==> config.mk <==
export PLATFORM = sky130hd
export DESIGN_NAME = crcu_db_unit_clk_cfg_apb
export DESIGN_NICKNAME = d
export VERILOG_FILES = /design/src/rtl/crcu_pkg.sv /design/src/rtl/crcu_apb_slave_if.sv /design/src/rtl/crcu_db_unit_clk_cfg_apb.sv
export SDC_FILE = /design/constraint.sdc
export NUM_CORES = 1
export LEC_CHECK = 0
export ABC_CLOCK_PERIOD_IN_PS = 3500
export BUFFER_PORTS_ARGS = -buffer_cell sky130_fd_sc_hd__buf_2
export CORE_MARGIN = 2
export CORE_UTILIZATION = 43
export CTS_CLUSTER_SIZE = 30
export DETAILED_ROUTE_END_ITERATION = 10
export PLACE_DENSITY = 0.8
export REMOVE_ABC_BUFFERS = 1
export SYNTH_ARGS = -nofsm -noshare
export SYNTH_HDL_FRONTEND = slang
export SYNTH_SLANG_ARGS = --single-unit
==> constraint.sdc <==
create_clock -name CRCU_CLK -period 3.5 [get_ports CRCU_CLK]
set_clock_uncertainty 0.1 [all_clocks]
set_input_delay 0.175 -clock CRCU_CLK [delete_from_list [all_inputs] [get_ports CRCU_CLK]]
set_output_delay 0.175 -clock CRCU_CLK [all_outputs]
set_load 0.02 [all_outputs]
==> src/rtl/crcu_pkg.sv <==
// Shared constants and types for the CRCU DB unit clock configuration block.
package crcu_pkg;
  localparam int unsigned CTL_OFF    = 32'h00;
  localparam int unsigned STATUS_OFF = 32'h04;
  localparam int unsigned ID_OFF     = 32'h08;

  localparam int unsigned SEL_LSB  = 0;
  localparam int unsigned EN_BIT   = 3;
  localparam int unsigned GATE_BIT = 4;

  typedef enum logic [2:0] {
    F100 = 3'd0,
    F125 = 3'd1,
    F180 = 3'd2,
    F300 = 3'd3,
    F600 = 3'd4
  } freq_sel_e;

  typedef enum logic [1:0] {
    ST_IDLE,
    ST_DISABLE,
    ST_SWITCH,
    ST_RESTORE
  } cfg_state_e;

  function automatic logic legal_sel(input logic [2:0] sel);
    return sel <= F600;
  endfunction
endpackage

==> src/rtl/crcu_apb_slave_if.sv <==
// APB3 responder handshake: wait-state counting, stall, PREADY/PSLVERR and strobes.
module crcu_apb_slave_if #(
  parameter int WAIT_STATES = 0
) (
  input  logic        clk,
  input  logic        rst_n,
  input  logic        psel,
  input  logic        penable,
  input  logic        pwrite,
  input  logic        stall,
  input  logic        err,
  input  logic [31:0] rdata,
  output logic        pready,
  output logic        pslverr,
  output logic [31:0] prdata,
  output logic        wr_en
);
  logic [3:0] ws_cnt;
  logic       access, ws_done, rd_stb;

  assign access  = psel & penable;
  assign ws_done = (ws_cnt == 4'(WAIT_STATES));
  assign pready  = access & ws_done & ~stall;
  assign pslverr = pready & err;
  assign wr_en   = pready & pwrite & ~err;
  assign rd_stb  = pready & ~pwrite & ~err;
  assign prdata  = rd_stb ? rdata : '0;

  // Counter saturates at WAIT_STATES so a stall simply extends the last wait cycle.
  always_ff @(posedge clk or negedge rst_n) begin
    if (!rst_n)                 ws_cnt <= '0;
    else if (!access || pready) ws_cnt <= '0;
    else if (!ws_done)          ws_cnt <= ws_cnt + 4'd1;
  end
endmodule

==> src/rtl/crcu_db_unit_clk_cfg_apb.sv <==
// DB unit clock control register with APB access and safe disable/switch/restore sequencing.
module crcu_db_unit_clk_cfg_apb
  import crcu_pkg::*;
#(
  parameter int          ADDR_W        = 8,
  parameter int          WAIT_STATES   = 0,
  parameter int          SETTLE_CYCLES = 16,
  parameter logic [31:0] RESET_CTL     = 32'h0000_0008,
  parameter logic [31:0] ID_VALUE      = 32'h4352_4355
) (
  input  logic              CRCU_CLK,
  input  logic              CRCU_RST_N,
  input  logic              PSEL,
  input  logic              PENABLE,
  input  logic              PWRITE,
  input  logic [ADDR_W-1:0] PADDR,
  input  logic [31:0]       PWDATA,
  output logic [31:0]       PRDATA,
  output logic              PREADY,
  output logic              PSLVERR,
  output logic [31:0]       db_unit_clock_ctl_reg,
  output logic              clk_cfg_busy
);
  localparam int CNT_W = $clog2(SETTLE_CYCLES + 1);
  localparam logic [CNT_W-1:0] CNT_LAST = CNT_W'(SETTLE_CYCLES - 1);
  localparam logic [CNT_W-1:0] CNT_SAT  = CNT_W'(SETTLE_CYCLES);
  localparam logic [ADDR_W-3:0] CTL_W = (ADDR_W-2)'(CTL_OFF >> 2);
  localparam logic [ADDR_W-3:0] STS_W = (ADDR_W-2)'(STATUS_OFF >> 2);
  localparam logic [ADDR_W-3:0] ID_W  = (ADDR_W-2)'(ID_OFF >> 2);

  cfg_state_e       state;
  logic [CNT_W-1:0] cnt;
  logic [4:0]       shadow, ctl_q;
  logic             busy;
  logic [ADDR_W-3:0] word;
  logic             hit_ctl, hit_sts, hit_id, err, stall, wr_en;
  logic [31:0]      rdata;
  logic             unused_bits;

  assign word        = PADDR[ADDR_W-1:2];
  assign unused_bits = &{1'b0, PADDR[1:0], PWDATA[31:5]};
  assign hit_ctl     = (word == CTL_W);
  assign hit_sts     = (word == STS_W);
  assign hit_id      = (word == ID_W);

  assign err = ~(hit_ctl | hit_sts | hit_id)
             | (PWRITE & (hit_sts | hit_id))
             | (PWRITE & hit_ctl & ~legal_sel(PWDATA[2:0]));
  // CTL writes wait out a running sequence rather than erroring.
  assign stall = PSEL & PENABLE & PWRITE & hit_ctl & busy;

  always_comb begin
    rdata = '0;
    if (hit_ctl)      rdata = {27'b0, shadow};
    else if (hit_sts) rdata = {26'b0, ctl_q[GATE_BIT], ctl_q[EN_BIT], ctl_q[2:0], busy};
    else if (hit_id)  rdata = ID_VALUE;
  end

  crcu_apb_slave_if #(.WAIT_STATES(WAIT_STATES)) u_apb (
    .clk     (CRCU_CLK),
    .rst_n   (CRCU_RST_N),
    .psel    (PSEL),
    .penable (PENABLE),
    .pwrite  (PWRITE),
    .stall   (stall),
    .err     (err),
    .rdata   (rdata),
    .pready  (PREADY),
    .pslverr (PSLVERR),
    .prdata  (PRDATA),
    .wr_en   (wr_en)
  );

  always_ff @(posedge CRCU_CLK or negedge CRCU_RST_N) begin
    if (!CRCU_RST_N) begin
      state  <= ST_IDLE;
      cnt    <= '0;
      busy   <= 1'b0;
      shadow <= RESET_CTL[4:0];
      ctl_q  <= RESET_CTL[4:0];
    end else begin
      case (state)
        ST_IDLE: begin
          if (wr_en && hit_ctl) begin
            shadow <= PWDATA[4:0];
            if (PWDATA[2:0] != ctl_q[2:0]) begin
              state           <= ST_DISABLE;
              busy            <= 1'b1;
              cnt             <= '0;
              ctl_q[EN_BIT]   <= 1'b0;
              ctl_q[GATE_BIT] <= 1'b1;
            end else begin
              ctl_q[4:3] <= PWDATA[4:3];
            end
          end
        end
        ST_DISABLE: begin
          if (cnt == CNT_LAST) begin
            state      <= ST_SWITCH;
            cnt        <= '0;
            ctl_q[2:0] <= shadow[2:0];
          end else begin
            cnt <= (cnt == CNT_SAT) ? cnt : cnt + 1'b1;
          end
        end
        ST_SWITCH: begin
          if (cnt == CNT_LAST) begin
            state      <= ST_RESTORE;
            cnt        <= '0;
            ctl_q[4:3] <= shadow[4:3];
          end else begin
            cnt <= (cnt == CNT_SAT) ? cnt : cnt + 1'b1;
          end
        end
        default: begin
          state <= ST_IDLE;
          busy  <= 1'b0;
        end
      endcase
    end
  end

  assign db_unit_clock_ctl_reg = {27'b0, ctl_q};
  assign clk_cfg_busy          = busy;
endmodule

==> results.sh, run 1 <==
export IMPL_clk_latency_ps=260
export IMPL_tritoncts_num_buffers=3
export IMPL_wl_mm=3.24
export IMPL_grt_pass1_vias=1212
export IMPL_dp_hpwl_mm=2.61
export IMPL_cp_num_cells=8
export IMPL_vdd_drop_max_mv=0.334
export IMPL_final_cell_mix="conb_1, buf_2, dfrtp_1, nor2_1"
export IMPL_cp_slowest_cell="or3_2"
export IMPL_finalNonFillerCells=284
export IMPL_status="completed"
export IMPL_ys_seq_area_share_pct=30.4
export IMPL_fin_nets=288
export IMPL_cts_tree="yes"
export IMPL_area_delta_synth_final_pct=4.40
export IMPL_worst_r2r_endpoint="ctl_q[4]$_DFFE_PN0P_"
export IMPL_grt_pass1_wl_mm=5.40
export IMPL_synthCells=203
export IMPL_startpoint="u_apb.ws_cnt[0]$_DFFE_PN0P_"
export IMPL_finalSetupViolations=0
export IMPL_p_leak_nw=0.952
export IMPL_regArea_um2=553
export IMPL_crit_end="PRDATA[20]"
export IMPL_fin_ws_ps=576
export IMPL_place_congestion=0.734
export IMPL_syn_area_um2=1820
export IMPL_final_hold_viol_count=0
export IMPL_worstPathRequired_ps=3220
export IMPL_grt_ovfl_total=0
export IMPL_hold_path_class="in2reg"
export IMPL_synthFlopType="dfrtp_1"
export IMPL_r2r_start="u_apb.ws_cnt[0]$_DFFE_PN0P_"
export IMPL_die_w_um=69.0
export IMPL_cpMostUsedCell="nor3b_1"
export IMPL_drtAntennaViolNets=0
export IMPL_synth_distinct_cells=48
export IMPL_port_buffers=39
export IMPL_crit_path_end_kind="primary output"
export IMPL_rsz0062_at_grt="false"
export IMPL_initial_core_util_pct=45.2
export IMPL_wl_per_cell_um=11.4
export IMPL_cts_sinks=22
export IMPL_track_usage_pct=13.5
export IMPL_vias_per_cell=4.65
export IMPL_drtPass1Iterations=4
export IMPL_min_period_ps=2920
export IMPL_power_density_nw_per_um2=433
export IMPL_fill_cells=376
export IMPL_coreArea_um2=4030
export IMPL_crit_path_cell_trace="inv_1 -> ha_1 -> nor3b_1 -> nand3_1 -> or3_2 -> nor3b_1 -> buf_4 -> buf_2"
export IMPL_cp_num_buf_inv=3
export IMPL_clockRootBuffer="clkbuf_8"
export IMPL_place_ws_ps=868
export IMPL_ys_async_sr_fraction_pct=100
export IMPL_fin_crit_sh_pct=83.5
export IMPL_critPathTopFamily="simple AND/OR/NAND/NOR gates"
export IMPL_die_area_um2=4770
export IMPL_netlist_top_cells_area="dfrtp_1, buf_4, ha_1"
export IMPL_critPathKind="reg2out"
export IMPL_drt_initial_drc_count=57
export IMPL_numPlacedInstances=279
export IMPL_postCtsSetupBuffers=0
export IMPL_chipHeight_um=69.0
export IMPL_cts_resized=0
export IMPL_cts_hold_buf=1
export IMPL_grt_max_degree=23
export IMPL_diodes=0
export IMPL_drive_gt1_share_pct=23.9
export IMPL_multiInputGateArea_um2=975
export IMPL_yosysTopAreaCell="dfrtp_1"
export IMPL_critPathArrivalTime_ps=2650
export IMPL_drc=0
export IMPL_cp_max_fo=10
export IMPL_ios=112
export IMPL_ys_warnings_count=0
export IMPL_maxSlewViolCount=0
export IMPL_antenna_found_initial=0
export IMPL_final_common_cell="conb_1"
export IMPL_synth_top_area_share_pct=27.5
export IMPL_avgSynthCellArea_um2=8.96
export IMPL_clockBufferDepth=2
export IMPL_slowest_delay_ps=530
export IMPL_cap_viol_max_count=0
export IMPL_path_clk_slew_ps=80
export IMPL_num_rows=23
export IMPL_synth_edf_count=0
export IMPL_clock_fmax_mhz=342
export IMPL_ys_ff_latch=22
export IMPL_htree_levels=1
export IMPL_fin_total_pwr_mw=0.823
export IMPL_r2r_slack_ps=900
export IMPL_cp_start_kind="flip-flop"
export IMPL_vias=1322
export IMPL_reg2regPathDepth=7
export IMPL_min_path_cells=3
[worst min-delay path by stage]
stage,from,to,slack [ps]
floorplan,CRCU_RST_N,clk_cfg_busy$_DFFE_PN0P_,-220
global placement,CRCU_RST_N,shadow[0]$_DFFE_PN0P_,60
detailed placement,CRCU_RST_N,ctl_q[0]$_DFFE_PN0P_,60
CTS,PWDATA[3],shadow[3]$_DFFE_PN1P_,40
global route,PWDATA[4],shadow[4]$_DFFE_PN0P_,60
finish,PWDATA[3],shadow[3]$_DFFE_PN1P_,50
[power by group]
part           total, mW  internal (mW)  switching, mW
sequential         0.322          0.290         0.0322
combinational      0.322          0.114          0.208
clock              0.179          0.100         0.0788
total              0.823          0.504          0.319
[cell type report]
class | instances | area share, %
clock buffers | 4 | 2.90
multi-input cells | 156 | 51.3
repair buffers | 41 | 11.2
well taps | 50 | 3.29
flip-flops and latches | 22 | 29.1
inverters | 11 | 2.17
[logic make-up (layout without fill, tap and decap cells)]
group                      Yosys count  in the layout  synth area share [%]
xor gates and xnor gates             5              5                  2.41
DFF                                 22             22                  30.4
buffers and inverters               67             56                  24.7
and+or+nand+nor                     63             63                  20.4
other                                1             43                 0.206
adders and majority gates            8              8                  5.50
muxes                               12             12                  7.15
AOI/OAI and AO/OA                   25             25                  9.22
[sequential cells by signal, indices dropped and copies added, names as in the netlist]
register / cells
clk_cfg_busy: 1
state: 2
u_apb.ws_cnt: 4
cnt: 5
shadow: 5
ctl_q: 5
[Yosys cell counts (2+ instances only)]
master    instances
o31ai_1           2
mux2_1            5
o21ai_0           3
o21a_1            2
mux2i_1           4
nand4b_1          2
buf_2             2
o21ai_1           2
xnor2_1           4
nand2b_1          2
buf_4            52
dfstp_2           2
inv_1            11
nor3b_1           3
nor2_1           15
a21oi_1           7
clkbuf_1          2
nor3_1            4
nor2b_1           4
nand2_1           8
or4_1             2
ha_1              8
dfrtp_1          20
mux2_2            3
nand3_1          11
[worst register-to-register path: cells and delay by family (launching register included)]
family          cells  cell delay (ps)
simple gates        4             1570
compound gates      1              140
buf+inv             1              100
fa+ha+maj           1              170
flops               1              420
[routing by layer]
layer  vias to the layer above  GRT usage (%)  wire (µm)
met3                         4           3.07        163
met1                       618           16.4       1430
li1                        659              -          -
met2                        41           24.1       1620
met5                         -              0          0
met4                         0           3.27         26
[through the flow]
| stage | hold slack, ps | utilization [%] | area [µm²] | setup TNS [ps] |
|---|---|---|---|---|
| CTS | 44.0 | 47.1 | 1900 | 0 |
| detailed placement | 63.6 | 45.5 | 1830 | 0 |
| floorplan | -221 | - | 1570 | -26680 |
| global placement | 64.4 | 45.5 | 1830 | 0 |
| global route | 61.5 | 47.1 | 1900 | 0 |
| finish | 46.5 | 47.1 | 1900 | 0 |
(Power assumes the default switching activity.)
==> run 2, diff against run 1 <==
- ABC_CLOCK_PERIOD_IN_PS: 3500 -> 2600
- CORE_UTILIZATION: 43 -> 39
- PLACE_DENSITY: 0.8 -> 0.77
- clock period: 3.5 -> 2.6 ns (I/O delays scaled with it)
==> run 2 against run 1 <==
  * The flow now finishes with violations (negative hold slack)
  * Global-route usage decreased by 0.72 points
  * Critical path depth unchanged
  * First-iteration DRC count increased by 11%
  * Total power increased by 38%
  * Via count increased by 3.3%
  * Largest power group is now combinational logic
==> results.sh, run 2 (synthesis results as in run 1) <==
export IMPL_critPathArrivalTime_ps=2480
export IMPL_coreArea_um2=4410
export IMPL_grt_pass1_vias=1204
export IMPL_hold_path_class="in2reg"
export IMPL_drive_gt1_share_pct=25.5
export IMPL_setup_tns_ps=0
export IMPL_grt_max_degree=23
export IMPL_p_int_mw=0.691
export IMPL_vias=1365
export IMPL_drc=0
export IMPL_final_common_cell="conb_1"
export IMPL_htree_levels=1
export IMPL_num_rows=24
export IMPL_largestRegisters="cnt x5, ctl_q x5, shadow x5"
export IMPL_cts_sinks=22
export IMPL_path_clk_slew_ps=80
export IMPL_clockBufferDepth=2
export IMPL_status="finished, violations left"
export IMPL_final_hold_viol_count=1
export IMPL_finalSetupViolations=0
export IMPL_clk_latency_ps=260
export IMPL_tritoncts_num_buffers=3
export IMPL_antenna_found_initial=0
export IMPL_wl_per_cell_um=11.5
export IMPL_maxSlewViolCount=0
export IMPL_multiInputGateArea_um2=992
export IMPL_power_share_switching_pct=39.1
export IMPL_clockRootBuffer="clkbuf_8"
export IMPL_placed_area_um2=1860
export IMPL_crit_path_end_kind="flip-flop"
export IMPL_cts_tree="yes"
export IMPL_critPathKind="reg2reg"
export IMPL_drtAntennaViolNets=0
export IMPL_p_leak_nw=0.982
export IMPL_cp_max_fo=4
export IMPL_fin_crit_sh_pct=93.1
export IMPL_drt_initial_drc_count=63
export IMPL_track_usage_pct=12.8
export IMPL_vdd_drop_max_mv=0.357
export IMPL_die_w_um=72.3
export IMPL_power_density_nw_per_um2=579
export IMPL_worstPathRequired_ps=2660
export IMPL_seqPwrFrac_pct=38.4
export IMPL_violations="negative hold slack"
export IMPL_final_cell_area_um2=1960
export IMPL_diodes=0
export IMPL_final_cell_mix="conb_1, buf_2, dfrtp_1, nor2_1"
export IMPL_cap_viol_max_count=0
export IMPL_dp_hpwl_mm=2.68
export IMPL_area_delta_synth_final_pct=7.70
export IMPL_whs_ps=-1.96
export IMPL_switchingPower_mw=0.444
export IMPL_place_ws_ps=101
export IMPL_chipHeight_um=72.3
export IMPL_initial_core_util_pct=41.2
export IMPL_fill_cells=450
export IMPL_place_congestion=0.785
export IMPL_vias_per_cell=4.69
export IMPL_wl_mm=3.34
export IMPL_drtPass1Iterations=4
export IMPL_regArea_um2=553
export IMPL_power_frac_clock_pct=21.9
export IMPL_grt_pass1_wl_mm=5.38
export IMPL_grt_ovfl_total=0
export IMPL_min_period_ps=2420
export IMPL_fin_nets=293
export IMPL_fin_ws_ps=179
export IMPL_p_comb_share_pct=39.7
export IMPL_cp_start_kind="flip-flop"
export IMPL_die_area_um2=5230
export IMPL_worst_pin_slew_ps=512
export IMPL_clock_fmax_mhz=413
export IMPL_rsz0062_at_grt="false"
export IMPL_port_buffers=39
export IMPL_ios=112
export IMPL_relSlewSlack_pct=65.9
==> run 2: power groups by stage <==
stage	clock network, mW	logic, mW	registers [mW]
2_1_floorplan	0	0.319	0.448
4_1_cts	0.255	0.454	0.436
3_5_place_dp	0	0.447	0.443
5_1_grt	0.269	0.507	0.441
6_report	0.249	0.450	0.436
3_3_place_gp	0	0.433	0.439
==> run 2: final cells by class <==
cell class	instances	area share [%]
Clock buffer	4	2.81
Inverter	11	2.11
Multi-Input combinational cell	156	50.6
Sequential cell	22	28.2
Tap cell	52	3.32
Timing Repair Buffer	46	12.9
==> run 2: final timing paths <==
kind                                              from                    end  slack, ps  cells past startpoint
max                        u_apb.ws_cnt[0]$_DFFE_PN0P_   ctl_q[4]$_DFFE_PN0P_        180                      8
min                                          PWDATA[3]  shadow[3]$_DFFE_PN1P_         -2                      3
max reg2reg                u_apb.ws_cnt[0]$_DFFE_PN0P_   ctl_q[4]$_DFFE_PN0P_        180                      8
min reg2reg                      shadow[3]$_DFFE_PN1P_  shadow[3]$_DFFE_PN1P_        400                      2
max in group asynchronous                   CRCU_RST_N  shadow[3]$_DFFE_PN1P_       1780                      2
min in group asynchronous                   CRCU_RST_N     cnt[3]$_DFFE_PN0P_        260                      2
==> run 2: per-stage QoR <==
step	cells	hold slack [ps]	power, mW	utilization, %
finish	291	-1.96	1.13	44.4
global route	291	23.6	1.22	44.4
CTS	290	1.02	1.14	43.9
detailed placement	284	31.8	0.890	42.1
global placement	284	25.3	0.872	42.1
floorplan	189	-266	0.766	-
==> run 2: worst max-delay path, cell delays in order, from the launching register on <==
cell and delay, ps:
dfrtp_1 420, inv_1 90, ha_1 160, or3b_4 410
nor4_4 260, buf_4 180, nand3_4 80, or4_1 480
o211a_1 140
==> run 2: repair_timing <==
item	in CTS	in global routing
pin swaps	0	1
gates resized for setup	1	3
hold buffers	2	0
hold endpoints to repair	21	0
endpoints found under the setup margin	10	15
setup buffers	0	1
==> run 2: per-layer routing <==
metal	part of all wire, %	GRT usage (%)	vias to the layer above	routed length, µm
met1	45	16.9	649	1500
met2	49	21.4	43	1650
li1	-	-	669	-
met3	5.2	3.06	4	174
met5	0	0	-	0
met4	0.54	2.52	0	18
==> run 3, diff against run 2 <==
- ABC_AREA: default -> 1
==> run 3 against run 2 <==
  * Largest cell class unchanged
  * Final cell count is 13% higher
  * Non-clock buffer count is 5 lower
  * Synthesized cell count is 19% higher
  * Clock-buffer cell count stayed put
  * Flip-flop and latch count stayed put
  * Register-to-register slack better by 490 ps
  * Wire length is 2.5% lower
  * The flow now finishes without violations
  * Setup slack better by 180 ps
  * Utilization is 1.4 points lower
  * Combinational power is 36% higher
  * Hold slack better by 15 ps
  * Maximum frequency is 8.0% higher
==> results.sh, run 3 <==
export IMPL_status="completed"
export IMPL_cp_max_fo=10
export IMPL_final_cell_area_um2=1900
export IMPL_synth_distinct_cells=28
export IMPL_min_period_ps=2240
export IMPL_chipHeight_um=72.0
export IMPL_relSlewSlack_pct=50.6
export IMPL_antenna_found_initial=0
export IMPL_clk_latency_ps=260
export IMPL_r2r_slack_ps=670
export IMPL_die_area_um2=5190
export IMPL_ys_ff_latch=22
export IMPL_wl_mm=3.26
export IMPL_area_delta_synth_final_pct=5.13
export IMPL_cap_viol_max_count=0
export IMPL_wl_met1_mm=1.44
export IMPL_grt_pass1_wl_mm=5.38
export IMPL_coreArea_um2=4410
export IMPL_clockRootBuffer="clkbuf_8"
export IMPL_drt_initial_drc_count=58
export IMPL_rsz0062_at_grt="false"
export IMPL_critPathKind="reg2out"
export IMPL_track_usage_pct=12.8
export IMPL_syn_area_um2=1800
export IMPL_final_cell_mix="nand2_1, conb_1, buf_2, inv_1, nor2_1"
export IMPL_dp_hpwl_mm=2.70
export IMPL_ys_async_sr_fraction_pct=100
export IMPL_clockBufferDepth=2
export IMPL_fin_util_pct=43.0
export IMPL_tritoncts_num_buffers=3
export IMPL_grt_max_degree=23
export IMPL_clock_fmax_mhz=446
export IMPL_worstPathRequired_ps=2370
export IMPL_die_w_um=72.0
export IMPL_ys_seq_area_share_pct=30.7
export IMPL_final_common_cell="nand2_1"
export IMPL_placed_area_um2=1830
export IMPL_finalSetupViolations=0
export IMPL_whs_ps=12.7
export IMPL_yosysTopAreaCell="dfrtp_1"
export IMPL_post_synth_top_count_cell="buf_4"
export IMPL_min_from="PWDATA[4]"
export IMPL_netlist_top_cells_area="dfrtp_1, buf_4, nand2_1"
export IMPL_drc=0
export IMPL_r2r_start="state[0]$_DFFE_PN0P_"
export IMPL_wl_per_cell_um=9.94
export IMPL_wl_met2_mm=1.57
export IMPL_drive_gt1_share_pct=18.5
export IMPL_ios=112
export IMPL_hold_path_class="in2reg"
export IMPL_holdPathEnd="shadow[4]$_DFFE_PN0P_"
export IMPL_grt_ovfl_total=0
export IMPL_num_rows=24
export IMPL_reg2regPathDepth=6
export IMPL_drtAntennaViolNets=0
export IMPL_worst_r2r_endpoint="cnt[0]$_DFFE_PN0P_"
export IMPL_cp_start_kind="flip-flop"
export IMPL_drtPass1Iterations=4
export IMPL_port_buffers=39
export IMPL_diodes=0
export IMPL_avgSynthCellArea_um2=7.49
export IMPL_ys_warnings_count=0
export IMPL_place_congestion=0.821
export IMPL_cts_tree="yes"
export IMPL_largestRegisters="cnt x5, ctl_q x5, shadow x5"
export IMPL_vias_per_cell=4.45
export IMPL_top_layer="met4"
export IMPL_cts_resized=0
export IMPL_synth_edf_count=0
export IMPL_crit_path_end_kind="primary output"
export IMPL_min_path_cells=3
export IMPL_p_leak_nw=1.07
export IMPL_path_clk_slew_ps=80
export IMPL_htree_levels=1
export IMPL_synth_common_cells="buf_4, nand2_1, inv_1"
export IMPL_worst_pin_slew_ps=736
export IMPL_synthFlopType="dfrtp_1"
export IMPL_vias=1460
export IMPL_fin_nets=330
export IMPL_power_density_nw_per_um2=687
export IMPL_initial_core_util_pct=40.9
export IMPL_synthCells=241
export IMPL_critPathArrivalTime_ps=2010
export IMPL_fin_crit_sh_pct=86.2
export IMPL_grt_pass1_vias=1272
export IMPL_maxSlewViolCount=0
export IMPL_final_hold_viol_count=0
export IMPL_synth_top_area_share_pct=27.7
export IMPL_fill_cells=481
export IMPL_met3WireLength_um=221
export IMPL_cts_sinks=22
export IMPL_vdd_drop_max_mv=0.242
[run 3: critical path, stage by stage, from the launching register on]
cell and delay, ps:
dfrtp_1 400, inv_1 90, ha_1 170, nand3_1 160, nor3_1 650, buf_2 290
[run 3: final cells by class]
type                    count  area [µm²]  area share [%]
clock buffers               4        45.0            2.37
well taps                  52        65.1            3.43
multi-input cells         182         917            48.4
flip-flops and latches     22         553            29.2
repair buffers             41         215            11.3
inverters                  27         101            5.34
[run 3: cell families after synthesis]
group,Yosys count,share of synthesized area [%]
xor+xnor,6,2.91
compound gates,27,8.53
simple gates,98,24.9
flops,22,30.7
other cells,1,0.208
fa+ha+maj,8,5.55
buf+inv,79,27.3
[run 3: layer usage]
metal	vias up	track usage (%)
met5	-	0
met4	0	3.35
met3	4	1.81
met2	60	23.4
met1	656	15.7
li1	740	-
[run 3: power breakdown]
part / switching (mW) / leakage [nW] / internal, mW
logic: 0.415 / 0.778 / 0.196
clock network: 0.107 / 0.0228 / 0.109
registers: 0.0676 / 0.269 / 0.409
[run 3: metrics by stage]
step | total power [mW] | TNS (ps) | cells | setup slack [ps]
2_1_floorplan | 0.951 | -24700 | 231 | -2470
3_3_place_gp | 1.08 | 0 | 322 | 692
3_5_place_dp | 1.09 | 0 | 322 | 616
4_1_cts | 1.31 | 0 | 328 | 322
5_1_grt | 1.42 | 0 | 328 | 160
6_report | 1.30 | 0 | 328 | 359
[run 3: worst max-delay path by stage]
stage                     slack [ps]         end  depth (start not counted)                   startpoint
after global routing             160   PRDATA[8]                          5  u_apb.ws_cnt[0]$_DFFE_PN0P_
after global placement           690   PRDATA[9]                          5  u_apb.ws_cnt[0]$_DFFE_PN0P_
after CTS                        320  PRDATA[24]                          5  u_apb.ws_cnt[0]$_DFFE_PN0P_
after detailed placement         620  PRDATA[24]                          5  u_apb.ws_cnt[0]$_DFFE_PN0P_
after floorplan                -2470  PRDATA[14]                          4  u_apb.ws_cnt[0]$_DFFE_PN0P_
final                            360  PRDATA[24]                          5  u_apb.ws_cnt[0]$_DFFE_PN0P_
[run 3: timing repair]
| action | CTS | global route |
|---|---|---|
| buffers inserted | 0 | 0 |
| endpoints found under the hold margin | 21 | 0 |
| hold buffers | 2 | 0 |
